<file path="src/rtl/floo_route_select_multi.sv">
// Per-channel NoC route selection with wormhole lock, optional pipe stage
// and sticky protocol error flags.
package floo_route_pkg;
    typedef enum logic [1:0] {
        XYRouting     = 2'd0,
        IdTable       = 2'd1,
        SourceRouting = 2'd2
    } route_algo_e;

    typedef struct packed {
        logic [5:0] dst_id;
        logic       last;
    } hdr_t;

    typedef struct packed {
        hdr_t       hdr;
        logic [7:0] payload;
    } flit_t;

    typedef struct packed {
        logic [2:0] idx;
        logic [5:0] start_addr;
        logic [5:0] end_addr;
    } id_rule_t;
endpackage

module floo_route_select_multi
    import floo_route_pkg::*;
#(
    parameter int unsigned NumChannels  = 2,
    parameter int unsigned NumRoutes    = 5,
    parameter route_algo_e RouteAlgo    = XYRouting,
    parameter int unsigned IdWidth      = 6,
    parameter int unsigned NumAddrRules = 4,
    parameter bit          LockRouting  = 1'b1,
    parameter bit          PipeReg      = 1'b0,
    parameter int unsigned MaxPktLen    = 16,
    parameter type         flit_t       = floo_route_pkg::flit_t,
    parameter type         rule_t       = floo_route_pkg::id_rule_t,
    localparam int unsigned RouteSelWidth = $clog2(NumRoutes)
) (
    input  logic                                       clk_i,
    input  logic                                       rst_i,
    input  logic [IdWidth-1:0]                         xy_id_i,
    input  rule_t [NumAddrRules-1:0]                   id_route_map_i,
    input  logic [NumChannels-1:0]                     valid_i,
    output logic [NumChannels-1:0]                     ready_o,
    input  flit_t [NumChannels-1:0]                    channel_i,
    output logic [NumChannels-1:0]                     valid_o,
    input  logic [NumChannels-1:0]                     ready_i,
    output flit_t [NumChannels-1:0]                    channel_o,
    output logic [NumChannels-1:0][NumRoutes-1:0]      route_sel_o,
    output logic [NumChannels-1:0][RouteSelWidth-1:0]  route_sel_id_o,
    input  logic                                       clear_err_i,
    output logic [NumChannels-1:0]                     err_mismatch_o,
    output logic [NumChannels-1:0]                     err_overlen_o,
    output logic [NumChannels-1:0]                     err_nomatch_o
);

    localparam int unsigned CntWidth = $clog2(MaxPktLen + 1);
    localparam int unsigned HalfW    = IdWidth / 2;

    typedef enum logic {Unlocked, Locked} lock_e;

    if (RouteAlgo != XYRouting && RouteAlgo != IdTable &&
        RouteAlgo != SourceRouting) begin : g_bad_algo
        $fatal(1, "unsupported RouteAlgo");
    end
    if (IdWidth % 2 != 0) begin : g_bad_idw
        $fatal(1, "IdWidth must be even");
    end
    if (MaxPktLen < 1) begin : g_bad_len
        $fatal(1, "MaxPktLen must be at least 1");
    end

    if (RouteAlgo != XYRouting) begin : g_xy_unused
        logic unused_xy;
        assign unused_xy = ^xy_id_i;
    end
    if (RouteAlgo != IdTable) begin : g_map_unused
        logic unused_map;
        assign unused_map = ^id_route_map_i;
    end

    for (genvar c = 0; c < NumChannels; c++) begin : g_ch
        flit_t                    in_flit, out_flit;
        logic [IdWidth-1:0]       dst;
        logic [RouteSelWidth-1:0] rid, sel_rid;
        logic [RouteSelWidth-1:0] lock_rid_q, lock_rid_d;
        lock_e                    state_q, state_d;
        logic [CntWidth-1:0]      cnt_q;
        logic                     hit, hs, last;
        logic                     set_mis, set_ovl, set_nom;
        logic [2:0]               err_q;

        assign in_flit = channel_i[c];
        assign dst     = in_flit.hdr.dst_id[IdWidth-1:0];
        assign last    = in_flit.hdr.last;
        assign hs      = valid_i[c] & ready_o[c];

        if (RouteAlgo == XYRouting) begin : g_xy
            logic [HalfW-1:0] x, y, my_x, my_y;
            assign {y, x}       = dst;
            assign {my_y, my_x} = xy_id_i;
            assign hit          = 1'b1;
            assign out_flit     = in_flit;
            always_comb begin
                rid = '0;
                if (x == my_x && y == my_y)
                    rid = RouteSelWidth'(0);
                else if (x == my_x)
                    rid = (y < my_y) ? RouteSelWidth'(1)
                                     : RouteSelWidth'(3);
                else
                    rid = (x < my_x) ? RouteSelWidth'(2)
                                     : RouteSelWidth'(4);
            end
        end else if (RouteAlgo == IdTable) begin : g_tab
            assign out_flit = in_flit;
            // Walk downwards so the lowest-indexed match wins.
            always_comb begin
                rid = '0;
                hit = 1'b0;
                for (int r = NumAddrRules - 1; r >= 0; r--) begin
                    if (dst >= IdWidth'(id_route_map_i[r].start_addr) &&
                        dst <  IdWidth'(id_route_map_i[r].end_addr)) begin
                        rid = RouteSelWidth'(id_route_map_i[r].idx);
                        hit = 1'b1;
                    end
                end
            end
        end else begin : g_src
            assign rid = dst[RouteSelWidth-1:0];
            assign hit = 1'b1;
            always_comb begin
                out_flit = in_flit;
                out_flit.hdr.dst_id = in_flit.hdr.dst_id >> RouteSelWidth;
            end
        end

        assign sel_rid = (state_q == Locked) ? lock_rid_q : rid;
        assign set_mis = hs & (state_q == Locked) & (rid != lock_rid_q);
        assign set_ovl = hs & ~last &
                         (cnt_q == CntWidth'(MaxPktLen - 1));
        assign set_nom = hs & ~hit;

        always_comb begin
            state_d    = state_q;
            lock_rid_d = lock_rid_q;
            unique case (state_q)
                Unlocked: begin
                    if (LockRouting && hs && !last) begin
                        state_d    = Locked;
                        lock_rid_d = rid;
                    end
                end
                Locked: begin
                    if (hs && last) state_d = Unlocked;
                end
            endcase
        end

        always_ff @(posedge clk_i) begin
            if (rst_i) begin
                state_q    <= Unlocked;
                lock_rid_q <= '0;
                cnt_q      <= '0;
                err_q      <= '0;
            end else begin
                state_q    <= state_d;
                lock_rid_q <= lock_rid_d;
                if (hs) begin
                    if (last)
                        cnt_q <= '0;
                    else if (cnt_q != CntWidth'(MaxPktLen))
                        cnt_q <= cnt_q + CntWidth'(1);
                end
                // A new error in the clearing cycle still survives.
                err_q <= {set_nom, set_ovl, set_mis} |
                         (err_q & {3{~clear_err_i}});
            end
        end

        assign err_mismatch_o[c] = err_q[0];
        assign err_overlen_o[c]  = err_q[1];
        assign err_nomatch_o[c]  = err_q[2];

        if (PipeReg) begin : g_pipe
            logic                     full_q;
            flit_t                    flit_q;
            logic [RouteSelWidth-1:0] rid_q;

            assign ready_o[c] = ~full_q | ready_i[c];

            always_ff @(posedge clk_i) begin
                if (rst_i) begin
                    full_q <= 1'b0;
                    flit_q <= '0;
                    rid_q  <= '0;
                end else if (hs) begin
                    full_q <= 1'b1;
                    flit_q <= out_flit;
                    rid_q  <= sel_rid;
                end else if (full_q & ready_i[c]) begin
                    full_q <= 1'b0;
                end
            end

            assign valid_o[c]        = full_q;
            assign channel_o[c]      = flit_q;
            assign route_sel_id_o[c] = full_q ? rid_q : '0;
            assign route_sel_o[c]    = full_q ? (NumRoutes'(1) << rid_q)
                                              : '0;
        end else begin : g_comb
            assign ready_o[c]        = ready_i[c];
            assign valid_o[c]        = valid_i[c];
            assign channel_o[c]      = out_flit;
            assign route_sel_id_o[c] = sel_rid;
            assign route_sel_o[c]    = NumRoutes'(1) << sel_rid;
        end
    end

endmodule

</file>
<file path="config.mk">
export PLATFORM = sky130hd
export DESIGN_NAME = floo_route_select_multi
export DESIGN_NICKNAME = d
export VERILOG_FILES = /design/src/rtl/floo_route_select_multi.sv
export SDC_FILE = /design/constraint.sdc
export NUM_CORES = 1
export LEC_CHECK = 0
export CAP_MARGIN = 0
export CORE_ASPECT_RATIO = 0.7
export CORE_UTILIZATION = 36
export CTS_BUF_LIST = sky130_fd_sc_hd__clkbuf_2 sky130_fd_sc_hd__clkbuf_4 sky130_fd_sc_hd__clkbuf_8
export DETAILED_ROUTE_END_ITERATION = 16
export GPL_ROUTABILITY_DRIVEN = 1
export GPL_TIMING_DRIVEN = 0
export PLACE_DENSITY = 0.95
export SYNTH_ARGS = -nofsm -noshare
export SYNTH_HDL_FRONTEND = slang
export SYNTH_SLANG_ARGS = --single-unit
</file>
<file path="constraint.sdc">
create_clock -name clk_i -period 4.3 [get_ports clk_i]
set_input_delay 0.645 -clock clk_i [delete_from_list [all_inputs] [get_ports clk_i]]
set_output_delay 0.645 -clock clk_i [all_outputs]
set_load 0.02 [all_outputs]
</file>
==> results.cfg <==
[pwr]
ir_worst_vdd_mv = 0.119
power.leakage_nw = 1.20
clockPowerShare_pct = 28.1
p_comb_share_pct = 39.5
power_w = 0.000711
p_int_w = 0.000495
switching_power_w = 0.000216
p_sw_share_pct = 30.3
p_seq_share_pct = 32.4
power.density_mw_per_mm2 = 244

[cts]
cts_root_buffer = clkbuf_8
cts_max_path_buffers = 2
clk_pin_slew_worst_paths_ns = 0.08
cts_htree_levels = 1
ctsResizeCount = 0
clkSinkCount = 24
postCtsSetupBuffers = 0
hold_buffers = 0
worstSkewPairLatency_ns = 0.28
cts_tree = built
cts_buffers = 3

[final_layout]
final_cell_mix = 80 x clkdlybuf4s50_1, 34 x buf_4, 27 x nor2_1
nets = 443
finalCoreUtilization_pct = 55.7
antenna_cells = 0
layout_commonest_cell = clkdlybuf4s50_1
drive_above_1_share_pct = 18.4
area_growth_pct = 49.3
final_design_area_no_fill_sq_mm = 0.00291

[critical_path]
crit_chain = clkdlybuf4s50_1, inv_1, ha_1, nor2b_4, a221oi_2, o21ai_2, mux2_4, nor3b_2, clkdlybuf4s50_1
critPathMostFrequentCell = clkdlybuf4s50_1
cp.arrival_ns = 3.19
ff2ff_path_depth = 6
cp-end-kind = output pin
slowest_stage = clkdlybuf4s50_1
reg2reg_to = g_ch[0].cnt_q[4]
r2r-start = g_ch[0].cnt_q[0]
crit_required_ns = 3.65
worst-path-max-fanout = 6
startpoint_type = input port
slowest_delay_ns = 0.62
path_class = input port to output pin
ff2ff_setup_slack_ns = 2.60

[yosys]
synth_top_family_by_area = simple AND/OR/NAND/NOR gates
syn_nets = 358
yosys_warnings = 0
muxShareOfSynthArea_pct = 7.18
postSynthAreaPerCell_sq_um = 8.24
netlist_area_sq_mm = 0.00195
synth_compound_area_share_pct = 14.5
ys_ff_latch = 24
ys_seq_area_share_pct = 24.6
syn_inst = 237
synthArstFlopShare_pct = 0
synth_ff_type = dfxtp_1
synthAdderAreaFrac_pct = 11.5
synth_edf_count = 0
synthXorXnorAreaFrac_pct = 0.897
ys_types = 41
yosys.area_share.simple_pct = 22.5

[placement]
place_area_sq_mm = 0.00284
numPortBuffers = 80
place.gp.congestion = 0.839
dp_hpwl_mm = 4.33

[routing]
post_drt_via_cell_ratio = 5.02
ant_nets = 0
drcViolationCount = 0
firstDrtPassIters = 4
vias = 1973
dr.first_iter.drc_count = 81
post_drt_wl_per_cell_um = 13.2
routed_wl_mm = 5.18

[worst_hold_path]
whs_path_depth = 2
min_path_type = flop to flop
worstHoldStart = g_ch[0].err_q[0]
hold_path_end = g_ch[0].err_q[0]

[global_route]
grt_overflow = 0
track_usage_pct = 18.0
grt_max_degree = 15
antenna_found_initial = 0
grt_pass1_vias = 1829
grt_pass1_wl_mm = 8.32

[floorplan]
core_area_sq_mm = 0.00523
start_util_pct = 37.3
die_y_um = 63.6
dieArea_sq_mm = 0.00573
die_w_um = 90.0
row_count = 22
io_pins = 159

[sta]
finalSetupTns_ns = 0
holdWs_ns = 0.491
clock_skew_ns = 0.00910
tightestPinTransition_ns = 0.510
period_minus_slack_ns = 3.83
slew-limit-headroom_pct = 65.8
report.final.hold_viol_count = 0
rsz0062_at_grt = no
finalCritPeriodShare_pct = 89.1
max_freq_mhz = 261
maxSlewViolCount = 0
finalSetupViolCount = 0

[run_status]
outcome = completed

[flow_run]
drv_cap = 0
==> final cells by class <==
type	count	area (sq um)
Fill cell	460	2320
Multi-Input combinational cell	153	1100
Timing Repair Buffer	80	801
Sequential cell	24	480
Buffer	40	292
Tap cell	72	90.1
Inverter	20	75.1
Clock buffer	3	41.3
Clock inverter	1	30.0
==> metal layers <==
| metal | vias up | share of wire [%] | GRT usage (%) |
|---|---|---|---|
| li1 | 956 | - | - |
| met1 | 926 | 40 | 19.8 |
| met2 | 78 | 52 | 33.9 |
| met3 | 13 | 5.6 | 3.86 |
| met4 | 0 | 3.0 | 6.85 |
| met5 | - | 0 | 0 |
==> cells by family (layout without fill, tap and decap cells) <==
| kind of cell | Yosys count | count (layout) |
|---|---|---|
| AOI/OAI and AO/OA | 42 | 42 |
| xor gates and xnor gates | 2 | 2 |
| adders and majority gates | 18 | 18 |
| buffers and inverters | 60 | 144 |
| DFF | 24 | 24 |
| muxes | 13 | 13 |
| and+or+nand+nor | 78 | 78 |
==> state kept, by name (all words and copies together), names as in the netlist, named ones only <==
signal and count:
g_ch.err_q 6, g_ch.cnt_q 10, g_ch.lock_rid_q 6
==> power groups by stage <==
stage / clock [W] / sequential [W] / combinational, W
after detailed placement: 0 / 0.000235 / 0.000280
after floorplan: 0 / 0.000235 / 0.000166
after global placement: 0 / 0.000235 / 0.000272
after global routing: 0.000210 / 0.000231 / 0.000301
final: 0.000200 / 0.000230 / 0.000281
after CTS: 0.000202 / 0.000230 / 0.000282
==> worst max path at each step <==
stage,start,end,slack [ns],depth (start not counted)
global placement,xy_id_i[5],route_sel_o[6],0.51,9
global route,xy_id_i[5],route_sel_o[6],0.34,9
detailed placement,xy_id_i[5],route_sel_o[6],0.45,9
floorplan,xy_id_i[2],route_sel_o[1],1.35,7
finish,xy_id_i[5],route_sel_o[6],0.47,9
CTS,xy_id_i[5],route_sel_o[6],0.44,9
==> critical path: cells and delay by family <==
kind,cells,cell delay [ns]
AOI/OAI and AO/OA,2,0.35
and+or+nand+nor,2,0.34
buffers and inverters,3,1.18
muxes,1,0.32
adders and majority gates,1,0.36
==> per-stage QoR <==
step / worst slack (ns) / instances
2_1_floorplan: 1.35 / 237
3_3_place_gp: 0.506 / 389
3_5_place_dp: 0.449 / 389
4_1_cts: 0.437 / 393
5_1_grt: 0.343 / 393
6_report: 0.467 / 393
==> cells in the mapped netlist (2+ instances only) <==
cell type / number / area, sq um
buf_4: 34 / 255
nor2_1: 27 / 101
dfxtp_1: 24 / 480
inv_1: 20 / 75.1
ha_1: 18 / 225
a21oi_1: 16 / 80.1
nand2_1: 9 / 33.8
mux2i_1: 8 / 80.1
nor2b_1: 8 / 50.1
o21ai_1: 6 / 30.0
and3_1: 5 / 31.3
nand3_1: 5 / 25.0
o21ai_2: 4 / 35.0
a31oi_1: 3 / 18.8
clkbuf_1: 3 / 11.3
mux2_2: 3 / 33.8
nand4b_1: 3 / 26.3
nor3_1: 3 / 15.0
nor3b_1: 3 / 22.5
nor3b_2: 3 / 37.5
a221oi_1: 2 / 17.5
a311o_1: 2 / 20.0
a41oi_1: 2 / 17.5
and2_1: 2 / 12.5
and3b_1: 2 / 17.5
buf_2: 2 / 10.0
nand2_2: 2 / 12.5
nor3_2: 2 / 20.0
o211ai_1: 2 / 15.0
o21ai_0: 2 / 10.0
xnor2_1: 2 / 17.5
Power figures use the tool's default switching activity.
